**config.mk**
```make
export PLATFORM = sky130hd
export DESIGN_NAME = bcd_conv_scheduler_flat
export DESIGN_NICKNAME = d
export VERILOG_FILES = /design/src/rtl/bcd_conv_scheduler_if.sv /design/src/rtl/bcd_conv_scheduler.sv /design/src/flat_wrapper.sv
export SDC_FILE = /design/constraint.sdc
export NUM_CORES = 1
export LEC_CHECK = 0
export ABC_AREA = 1
export BUFFER_PORTS_ARGS = -buffer_cell sky130_fd_sc_hd__buf_2
export CAP_MARGIN = 40
export CORE_MARGIN = 8
export CORE_UTILIZATION = 58
export CTS_CLUSTER_DIAMETER = 200
export DETAILED_ROUTE_END_ITERATION = 8
export PLACE_DENSITY = 0.81
export REMOVE_ABC_BUFFERS = 1
export SYNTH_ARGS = -nofsm -noshare
export SYNTH_HDL_FRONTEND = slang
export SYNTH_SLANG_ARGS = --single-unit
```
**constraint.sdc**
```tcl
create_clock -name clk -period 2.9 [get_ports clk]
set_clock_uncertainty 0.2 [all_clocks]
set_input_delay 0.145 -clock clk [delete_from_list [all_inputs] [get_ports clk]]
set_output_delay 0.145 -clock clk [all_outputs]
set_load 0.02 [all_outputs]
```
**src/rtl/bcd_conv_scheduler_if.sv**
```systemverilog
// Bundle between value sources and the shared binary-to-BCD scheduler.
// Handshake: a requester holds req[i] and its bin_in slice stable until it sees grant[i].
// grant[i] is a 1-cycle pulse that marks the capture of that operand.
// done is a 1-cycle pulse, and the digits plus done_id stay valid until the next done.
interface bcd_conv_scheduler_if #(
  parameter int WIDTH   = 8,
  parameter int NUM_REQ = 2
);
  logic [NUM_REQ-1:0]       req;
  logic [NUM_REQ*WIDTH-1:0] bin_in;
  logic [NUM_REQ-1:0]       grant;
  logic                     busy;
  logic                     done;
  logic [1:0]               done_id;
  logic [3:0]               hundreds;
  logic [3:0]               tens;
  logic [3:0]               ones;

  modport master (
    output req, bin_in,
    input  grant, busy, done, done_id, hundreds, tens, ones
  );

  modport slave (
    input  req, bin_in,
    output grant, busy, done, done_id, hundreds, tens, ones
  );
endinterface

```
**src/rtl/bcd_conv_scheduler.sv**
```systemverilog
// Round-robin scheduler around one shift/add-3 binary-to-BCD engine (one bit per clock).
// All outputs come from registers, so there is no combinational path from req.
module bcd_conv_scheduler #(
  parameter int WIDTH   = 8,
  parameter int NUM_REQ = 2
) (
  input  logic                 clk,
  input  logic                 rst,
  bcd_conv_scheduler_if.slave  bus,
  output logic [1:0]           dbg_state_o
);

  typedef enum logic [1:0] {S_IDLE = 2'd0, S_SHIFT = 2'd1, S_DONE = 2'd2} state_e;

  state_e             state_q, state_d;
  logic [WIDTH-1:0]   shreg_q, shreg_d;
  logic [3:0]         wh_q, wh_d, wt_q, wt_d, wo_q, wo_d;
  logic [3:0]         cnt_q, cnt_d;
  logic [1:0]         ptr_q, ptr_d;
  logic [1:0]         id_q, id_d;
  logic [NUM_REQ-1:0] grant_q, grant_d;
  logic               done_q, done_d;
  logic               busy_q;
  logic [1:0]         done_id_q, done_id_d;
  logic [3:0]         hund_q, hund_d, tens_q, tens_d, ones_q, ones_d;

  logic               win_found;
  logic [1:0]         win_idx;
  logic [2:0]         cand_c;
  logic [WIDTH-1:0]   op_c;
  logic [3:0]         adj_h, adj_t, adj_o;
  logic [3:0]         step_h, step_t, step_o;

  // The round-robin search starts at ptr_q and wraps modulo NUM_REQ. The first requester found wins.
  always_comb begin
    win_found = 1'b0;
    win_idx   = '0;
    cand_c    = '0;
    for (int k = 0; k < NUM_REQ; k++) begin
      cand_c = {1'b0, ptr_q} + 3'(k);
      if (cand_c >= 3'(NUM_REQ)) cand_c = cand_c - 3'(NUM_REQ);
      for (int i = 0; i < NUM_REQ; i++) begin
        if (!win_found && bus.req[i] && (cand_c == 3'(i))) begin
          win_found = 1'b1;
          win_idx   = 2'(i);
        end
      end
    end
  end

  always_comb begin
    op_c = '0;
    for (int i = 0; i < NUM_REQ; i++) begin
      if (win_idx == 2'(i)) op_c = bus.bin_in[i*WIDTH +: WIDTH];
    end
  end

  // One double-dabble step: add 3 to each digit >= 5, then shift {digits, shreg} left by one.
  always_comb begin
    adj_h  = (wh_q >= 4'd5) ? wh_q + 4'd3 : wh_q;
    adj_t  = (wt_q >= 4'd5) ? wt_q + 4'd3 : wt_q;
    adj_o  = (wo_q >= 4'd5) ? wo_q + 4'd3 : wo_q;
    step_h = {adj_h[2:0], adj_t[3]};
    step_t = {adj_t[2:0], adj_o[3]};
    step_o = {adj_o[2:0], shreg_q[WIDTH-1]};
  end

  always_comb begin
    state_d   = state_q;
    shreg_d   = shreg_q;
    wh_d      = wh_q;
    wt_d      = wt_q;
    wo_d      = wo_q;
    cnt_d     = cnt_q;
    ptr_d     = ptr_q;
    id_d      = id_q;
    grant_d   = '0;
    done_d    = 1'b0;
    done_id_d = done_id_q;
    hund_d    = hund_q;
    tens_d    = tens_q;
    ones_d    = ones_q;
    case (state_q)
      S_IDLE: begin
        if (win_found) begin
          shreg_d = op_c;
          wh_d    = '0;
          wt_d    = '0;
          wo_d    = '0;
          cnt_d   = '0;
          id_d    = win_idx;
          ptr_d   = (win_idx == 2'(NUM_REQ - 1)) ? 2'd0 : win_idx + 2'd1;
          for (int i = 0; i < NUM_REQ; i++) grant_d[i] = (win_idx == 2'(i));
          state_d = S_SHIFT;
        end
      end
      S_SHIFT: begin
        wh_d    = step_h;
        wt_d    = step_t;
        wo_d    = step_o;
        shreg_d = shreg_q << 1;
        cnt_d   = cnt_q + 4'd1;
        if (cnt_q == 4'(WIDTH - 1)) begin
          hund_d    = step_h;
          tens_d    = step_t;
          ones_d    = step_o;
          done_id_d = id_q;
          done_d    = 1'b1;
          state_d   = S_DONE;
        end
      end
      S_DONE:  state_d = S_IDLE;
      default: state_d = S_IDLE;
    endcase
  end

  always_ff @(posedge clk or posedge rst) begin
    if (rst) begin
      state_q   <= S_IDLE;
      shreg_q   <= '0;
      wh_q      <= '0;
      wt_q      <= '0;
      wo_q      <= '0;
      cnt_q     <= '0;
      ptr_q     <= '0;
      id_q      <= '0;
      grant_q   <= '0;
      done_q    <= 1'b0;
      busy_q    <= 1'b0;
      done_id_q <= '0;
      hund_q    <= '0;
      tens_q    <= '0;
      ones_q    <= '0;
    end else begin
      state_q   <= state_d;
      shreg_q   <= shreg_d;
      wh_q      <= wh_d;
      wt_q      <= wt_d;
      wo_q      <= wo_d;
      cnt_q     <= cnt_d;
      ptr_q     <= ptr_d;
      id_q      <= id_d;
      grant_q   <= grant_d;
      done_q    <= done_d;
      busy_q    <= (state_d != S_IDLE);
      done_id_q <= done_id_d;
      hund_q    <= hund_d;
      tens_q    <= tens_d;
      ones_q    <= ones_d;
    end
  end

  assign bus.grant    = grant_q;
  assign bus.done     = done_q;
  assign bus.busy     = busy_q;
  assign bus.done_id  = done_id_q;
  assign bus.hundreds = hund_q;
  assign bus.tens     = tens_q;
  assign bus.ones     = ones_q;
  assign dbg_state_o  = state_q;

endmodule
```
**src/flat_wrapper.sv**
```systemverilog
// flat-port wrapper written by rule: the top's interface ports become plain ports
module bcd_conv_scheduler_flat 
#(
  parameter int WIDTH   = 8,
  parameter int NUM_REQ = 2
)
  (clk, rst, dbg_state_o, bus_req, bus_bin_in, bus_grant, bus_busy, bus_done, bus_done_id, bus_hundreds, bus_tens, bus_ones);
  bcd_conv_scheduler_if #(.WIDTH(WIDTH), .NUM_REQ(NUM_REQ)) bus_i ();
  input  logic clk;
  input  logic rst;
  output logic [1:0] dbg_state_o;
  input wire logic [$bits(bus_i.req)-1:0] bus_req;
  input wire logic [$bits(bus_i.bin_in)-1:0] bus_bin_in;
  output wire logic [$bits(bus_i.grant)-1:0] bus_grant;
  output wire logic [$bits(bus_i.busy)-1:0] bus_busy;
  output wire logic [$bits(bus_i.done)-1:0] bus_done;
  output wire logic [$bits(bus_i.done_id)-1:0] bus_done_id;
  output wire logic [$bits(bus_i.hundreds)-1:0] bus_hundreds;
  output wire logic [$bits(bus_i.tens)-1:0] bus_tens;
  output wire logic [$bits(bus_i.ones)-1:0] bus_ones;
  assign bus_i.req = bus_req;
  assign bus_i.bin_in = bus_bin_in;
  assign bus_grant = bus_i.grant;
  assign bus_busy = bus_i.busy;
  assign bus_done = bus_i.done;
  assign bus_done_id = bus_i.done_id;
  assign bus_hundreds = bus_i.hundreds;
  assign bus_tens = bus_i.tens;
  assign bus_ones = bus_i.ones;
  bcd_conv_scheduler #(.WIDTH(WIDTH), .NUM_REQ(NUM_REQ)) u_core (.clk(clk), .rst(rst), .bus(bus_i), .dbg_state_o(dbg_state_o));
endmodule
```
==> out/results.ini, run 1 <==
[drt]
firstDrtPassIters=4
drc=0
wire_per_inst_um=13.34
vias_per_cell=5.268
drt_iter0_markers=127
ant_nets=0
num_vias=2007
wirelength_um=5081

[sta]
max_freq_ghz=0.4850
finalSetupViolCount=0
fin_crit_sh=0.7109
period_needed_ns=2.062
setup-tns-final_ns=0
rsz0062_at_grt=false
hold_slack_ns=-0.003975
slew_viol_final=0
worst_pin_slew_ns=0.7475
relSlewSlack=0.4983
hold_viol=1

[finish]
final_cell_area_um2=2709
fillers=301
register_area_um2=1126
final_layout_size_suffix_gt1_frac=0.1682
layout-area-overhead-vs-synth_pct=19.09
n_antenna_cell=0
multi_input_area_um2=969.7
finalNetCount=360

[job]
maxCapViolCount=0

[clock_network]
post_cts.repair.setup_buffers=0
cts_num_sinks=45
clockBufferDepth=2
cts_root_buf=clkbuf_8
clock_latency_ns=0.31
cts-htree-levels=2
cts_hold_buf=15
tritoncts=done
cts_resized=0
clkSlewWorstSetupHoldPaths_ns=0.08
cts_made_buffers=5

[global_route]
grt_pass1_wl_um=9052
grt_util_met3=0.05125
grt_use_met2=0.2933
track_usage=0.1804
grt_max_degree=22
antenna_found_initial=0
gr-total-overflow=0
grt_use_met1=0.2153
grt_busiest_layer=met2
grt_pass1_vias=2027

[floorplanning]
die-area_um2=6182
rows=22
core_um2=3716
dieWidth_um=78.63
fp.dieH_um=78.63
initial_core_util=0.6121
num_io_pins=40

[synth]
ys_top_cells_by_count=nand2_1, dfrtp_1, nand3_1
synth_cells=281
synth-async-reset-ratio=1.000
synth_warnings=0
synth_area_leader_cell=dfrtp_1
synth_edf_count=0
synth_seq_cells=45
ys_seq_area_frac=0.4950
post_synth_num_cell_types=25
synth_top_area_frac=0.4950
synth_most_common_cell=nand2_1
ys.flop_type=dfrtp_1
synthTopCellsByArea=dfrtp_1, nand2_1, nand3_1
netlist_area_um2=2275
syn_area_per_cell_um2=8.095

[worst_setup_path]
critical_path_peak_fanout=11
slowest_delay_ns=0.55
crit_type=flop to flop
cp_num_cells=6
crit_family=buffers and inverters
crit_top_cell=o21ai_1
crit_buf_inv=2
end_kind=flop
critPathLaunchType=flop
cp.arrival_ns=2.06
r2r_cells=6
cp_slowest_cell=dlygate4sd3_1
required_ns=2.90
crit_chain=nor2_1 > o21ai_1 > inv_1 > nand2_1 > o21ai_1 > dlygate4sd3_1

[outcome]
violations=negative hold slack
status=finished with violations

[hold_path]
hp-class=primary input to flop
hold_depth=5

[placement]
port_buffers=38
routabilityCongestion=0.8110
place_hpwl_um=3547
placed_area_um2=2472

[power]
irDropWorstVdd_mv=0.5371
p_leak_nw=1.477
cellPowerDensity_nw_per_um2=1019

metrics by stage:
stage                     std cells    util  power, W  worst slack (ns)
after floorplan                 271       -  0.001982             1.339
after global placement          358  0.6579  0.002284             1.194
after detailed placement        359  0.6653  0.002334             1.136
after CTS                       381  0.7290  0.002772            0.8582
after global routing            381  0.7290  0.003019            0.6555
final                           381  0.7290  0.002761            0.8383
kinds of logic after synthesis:
kind of cell    synth area share
compound gates           0.04675
xor+xnor                0.003851
fa+ha+maj                0.03850
buf+inv                  0.07866
flops                     0.4950
other cells             0.001649
simple gates              0.3355
worst min-delay path, delay by kind of cell:
kind / cells / cell delay, ns
buf+inv: 1 / 0.08
simple gates: 4 / 0.26
state kept, by name, summed over array words and instances, names as in the netlist, 4 cells and up:
signal               cells
u_core.wt_q              4
u_core.shreg_q           8
u_core.wo_q              4
u_core.wh_q              4
u_core.bus.ones          4
u_core.cnt_q             4
u_core.bus.hundreds      4
u_core.bus.tens          4
report_power, final:
part | switching (W) | internal, W
sequential | 0.000164 | 0.000894
clock | 0.000206 | 0.000189
combinational | 0.000840 | 0.000468
total | 0.00121 | 0.00155
per-layer routing:
| layer | routed length [µm] | vias up |
|---|---|---|
| li1 | - | 998 |
| met1 | 2211 | 950 |
| met2 | 2437 | 53 |
| met3 | 363 | 6 |
| met4 | 69 | 0 |
| met5 | 0 | - |
cell usage in the layout (no fill, tap or decap):
master	count
nand3_1	32
xnor2_1	1
o21ai_1	2
o22ai_1	2
clkbuf_8	6
inv_1	19
dfrtp_1	45
inv_2	2
nand3_2	1
nor2_4	1
conb_1	1
a21oi_1	2
nand2_1	119
o21a_1	3
buf_4	1
nor2_1	10
clkbuf_1	1
inv_6	1
nand2_4	2
o21ai_4	1
nand4_1	10
o21ai_0	7
clkinv_1	1
buf_16	1
ha_1	7
nand2_2	2
buf_2	38
dlygate4sd3_1	15
layout make-up:
class / instances / area share
clock buffers: 7 / 0.03187
inverters: 23 / 0.03372
multi-input cells: 203 / 0.3580
flip-flops and latches: 45 / 0.4157
well taps: 48 / 0.02217
repair buffers: 55 / 0.1386
final timing paths:
path | endpoint | from | slack, ns
worst max-delay path | u_core.shreg_q[0]$_DFFE_PP0P_ | u_core.dbg_state_o[0]$_DFF_PP0_ | 0.84
worst min-delay path | u_core.shreg_q[6]$_DFFE_PP0P_ | bus_bin_in[14] | -0.004
worst max register to register | u_core.shreg_q[0]$_DFFE_PP0P_ | u_core.dbg_state_o[0]$_DFF_PP0_ | 0.84
worst min register to register | u_core.bus.done_id[0]$_DFFE_PP0P_ | u_core.bus.done_id[0]$_DFFE_PP0P_ | 0.27
max in group asynchronous | u_core.wh_q[0]$_DFFE_PP0P_ | rst | 1.84
min in group asynchronous | u_core.dbg_state_o[1]$_DFF_PP0_ | rst | 0.12
No activity file was read; power rests on OpenSTA's default activity.
==> inputs of run 2 (changes only) <==
--- a/config.mk
+++ b/config.mk
@@ -9,10 +9,10 @@
 export BUFFER_PORTS_ARGS = -buffer_cell sky130_fd_sc_hd__buf_2
 export CAP_MARGIN = 40
 export CORE_MARGIN = 8
-export CORE_UTILIZATION = 58
+export CORE_UTILIZATION = 50
 export CTS_CLUSTER_DIAMETER = 200
 export DETAILED_ROUTE_END_ITERATION = 8
-export PLACE_DENSITY = 0.81
+export PLACE_DENSITY = 0.74
 export REMOVE_ABC_BUFFERS = 1
 export SYNTH_ARGS = -nofsm -noshare
 export SYNTH_HDL_FRONTEND = slang
==> constraint.sdc (replaced) <==
create_clock -name clk -period 1.7 [get_ports clk]
set_clock_uncertainty 0.2 [all_clocks]
set_input_delay 0.085 -clock clk [delete_from_list [all_inputs] [get_ports clk]]
set_output_delay 0.085 -clock clk [all_outputs]
set_load 0.02 [all_outputs]
==> run 2 against run 1 <==
  * The flow now finishes without violations
  * Critical path depth rose by 2
  * Sequential power rose by 71%
  * Flip-flop and latch count is the same
  * Fmax increased by 31%
  * Sequential share of layout area is 1.2 points lower
  * First-iteration DRC count fell by 43%
  * Worst setup slack got worse by 0.71 ns
  * Die area up 13%
  * Final cell count increased by 3.1%
  * Hold slack improved by 0.063 ns
==> out/results.ini, run 2 (synthesized netlist as in run 1, its figures left out) <==
[outcome]
status=complete, no violations

[global_route]
grt_max_degree=46
gr-total-overflow=0
antenna_found_initial=0
grt_pass1_vias=2011
track_usage=0.1520
grt_pass1_wl_um=9066

[worst_setup_path]
crit_chain=inv_1 > ha_1 > inv_1 > nand2_1 > nand3_1 > nand2_1 > nand3_1 > nand2_1
end_kind=flop
cp_slowest_cell=dfrtp_1
slowest_delay_ns=0.43
crit_top_cell=nand2_1
critical_path_peak_fanout=4
cp.arrival_ns=1.58
crit_type=flop to flop
critPathLaunchType=flop
required_ns=1.70

[finish]
n_antenna_cell=0
final_cell_mix=nand2_1, dfrtp_1, buf_2
layout_commonest_cell=nand2_1
final_layout_size_suffix_gt1_frac=0.1789
layout-area-overhead-vs-synth_pct=22.72
largest_register=u_core.shreg_q
fillers=376
largest_register_ffs=8
finalNetCount=367

[drt]
wire_per_inst_um=13.27
vias_per_cell=5.056
wirelength_um=5216
drt_iter0_markers=72
drc=0
ant_nets=0
firstDrtPassIters=4
num_vias=1987

[sta]
rsz0062_at_grt=false
max_freq_ghz=0.6354
period_needed_ns=1.574
setup-tns-final_ns=0
slew_viol_final=0
hold_viol=0
finalSetupViolCount=0
fin_crit_sh=0.9258

[floorplanning]
die-area_um2=6964
num_io_pins=40
rows=24
initial_core_util=0.5188
dieWidth_um=83.45
core_um2=4384
fp.dieH_um=83.45

[clock_network]
clockBufferDepth=2
cts-htree-levels=2
cts_resized=0
clock_latency_ns=0.30
cts_num_sinks=45
cts_made_buffers=5
clkSlewWorstSetupHoldPaths_ns=0.09
tritoncts=done
cts_root_buf=clkbuf_8
cts_hold_buf=18
post_cts.repair.setup_buffers=0

[power]
netSwitchingFraction=0.4325
seqPwrFrac=0.369
p_leak_nw=1.524
clock_power_share=0.169
combPwrFrac=0.462
irDropWorstVdd_mv=0.8494
power_w=0.004907
power.internal_w=0.002785
switchingPower_w=0.002123
cellPowerDensity_nw_per_um2=1758

[placement]
routabilityCongestion=0.7947
port_buffers=38
place_hpwl_um=3568

[hold_path]
hp-class=primary input to flop

[job]
maxCapViolCount=0

==> run 2: cell types whose count changed in the layout (fill, tap and decap cells not counted) <==
cell / before / now
buf_4: 1 / 5
dlygate4sd3_1: 15 / 18
buf_12: 0 / 1
buf_16: 1 / 0
bufinv_16: 0 / 1
clkbuf_8: 6 / 5
clkinv_4: 0 / 1
==> run 2: through the flow <==
stage | cell area, µm² | hold slack (ns) | cells | utilization | worst slack, ns
floorplan | 2187 | 0.05516 | 271 | - | 0.1386
global placement | 2500 | -0.06108 | 367 | 0.5702 | 0.1941
detailed placement | 2500 | -0.05944 | 367 | 0.5702 | 0.1646
CTS | 2791 | 0.05849 | 393 | 0.6367 | 0.1433
global route | 2791 | 0.07022 | 393 | 0.6367 | 0.004183
finish | 2791 | 0.05863 | 393 | 0.6367 | 0.1262
==> run 2: final timing paths <==
| kind | from | end | slack (ns) | cells past startpoint |
|---|---|---|---|---|
| worst max-delay path | u_core.wt_q[0]$_DFFE_PP0P_ | u_core.wt_q[1]$_DFFE_PP0P_ | 0.13 | 8 |
| worst min-delay path | bus_req[1] | u_core.bus.busy$_DFF_PP0_ | 0.06 | 3 |
| worst max register to register | u_core.wt_q[0]$_DFFE_PP0P_ | u_core.wt_q[1]$_DFFE_PP0P_ | 0.13 | 8 |
| worst min register to register | u_core.bus.hundreds[1]$_DFFE_PP0P_ | u_core.bus.hundreds[1]$_DFFE_PP0P_ | 0.28 | 2 |
| max in group asynchronous | rst | u_core.dbg_state_o[0]$_DFF_PP0_ | 0.93 | 4 |
| min in group asynchronous | rst | u_core.wh_q[2]$_DFFE_PP0P_ | 0.16 | 4 |
==> run 2: per-layer routing <==
| metal | wire, µm | part of all wire | GRT usage | vias up |
|---|---|---|---|---|
| met1 | 2310 | 0.44 | 0.1753 | 912 |
| met3 | 362 | 0.069 | 0.05957 | 6 |
| met4 | 48 | 0.0092 | 0.03297 | 0 |
| li1 | - | - | - | 1014 |
| met5 | 0 | 0 | 0 | - |
| met2 | 2493 | 0.48 | 0.2588 | 55 |
==> run 2: final cells by class <==
| type | count | area, µm² | area share |
|---|---|---|---|
| Timing Repair Buffer | 62 | 427.9 | 0.1533 |
| Multi-Input combinational cell | 203 | 969.7 | 0.3474 |
| Clock buffer | 6 | 72.57 | 0.02600 |
| Tap cell | 52 | 65.06 | 0.02331 |
| Sequential cell | 45 | 1126 | 0.4034 |
| Inverter | 23 | 91.34 | 0.03272 |
| Clock inverter | 2 | 38.79 | 0.01390 |
==> run 2: power groups by stage <==
| stage | sequential, W | clock [W] | combinational (W) |
|---|---|---|---|
| after floorplan | 0.00198 | 0 | 0.00140 |
| after global placement | 0.00182 | 0 | 0.00219 |
| after detailed placement | 0.00183 | 0 | 0.00223 |
| after CTS | 0.00181 | 0.000835 | 0.00228 |
| after global routing | 0.00187 | 0.000878 | 0.00256 |
| final | 0.00181 | 0.000828 | 0.00227 |
==> run 2: worst max-delay path, delay by kind of cell (launching register included) <==
family                   cells  cell delay (ns)
buffers and inverters        2             0.16
AND/OR/NAND/NOR              5             0.47
flip-flops                   1             0.43
adder cells (fa/ha/maj)      1             0.22
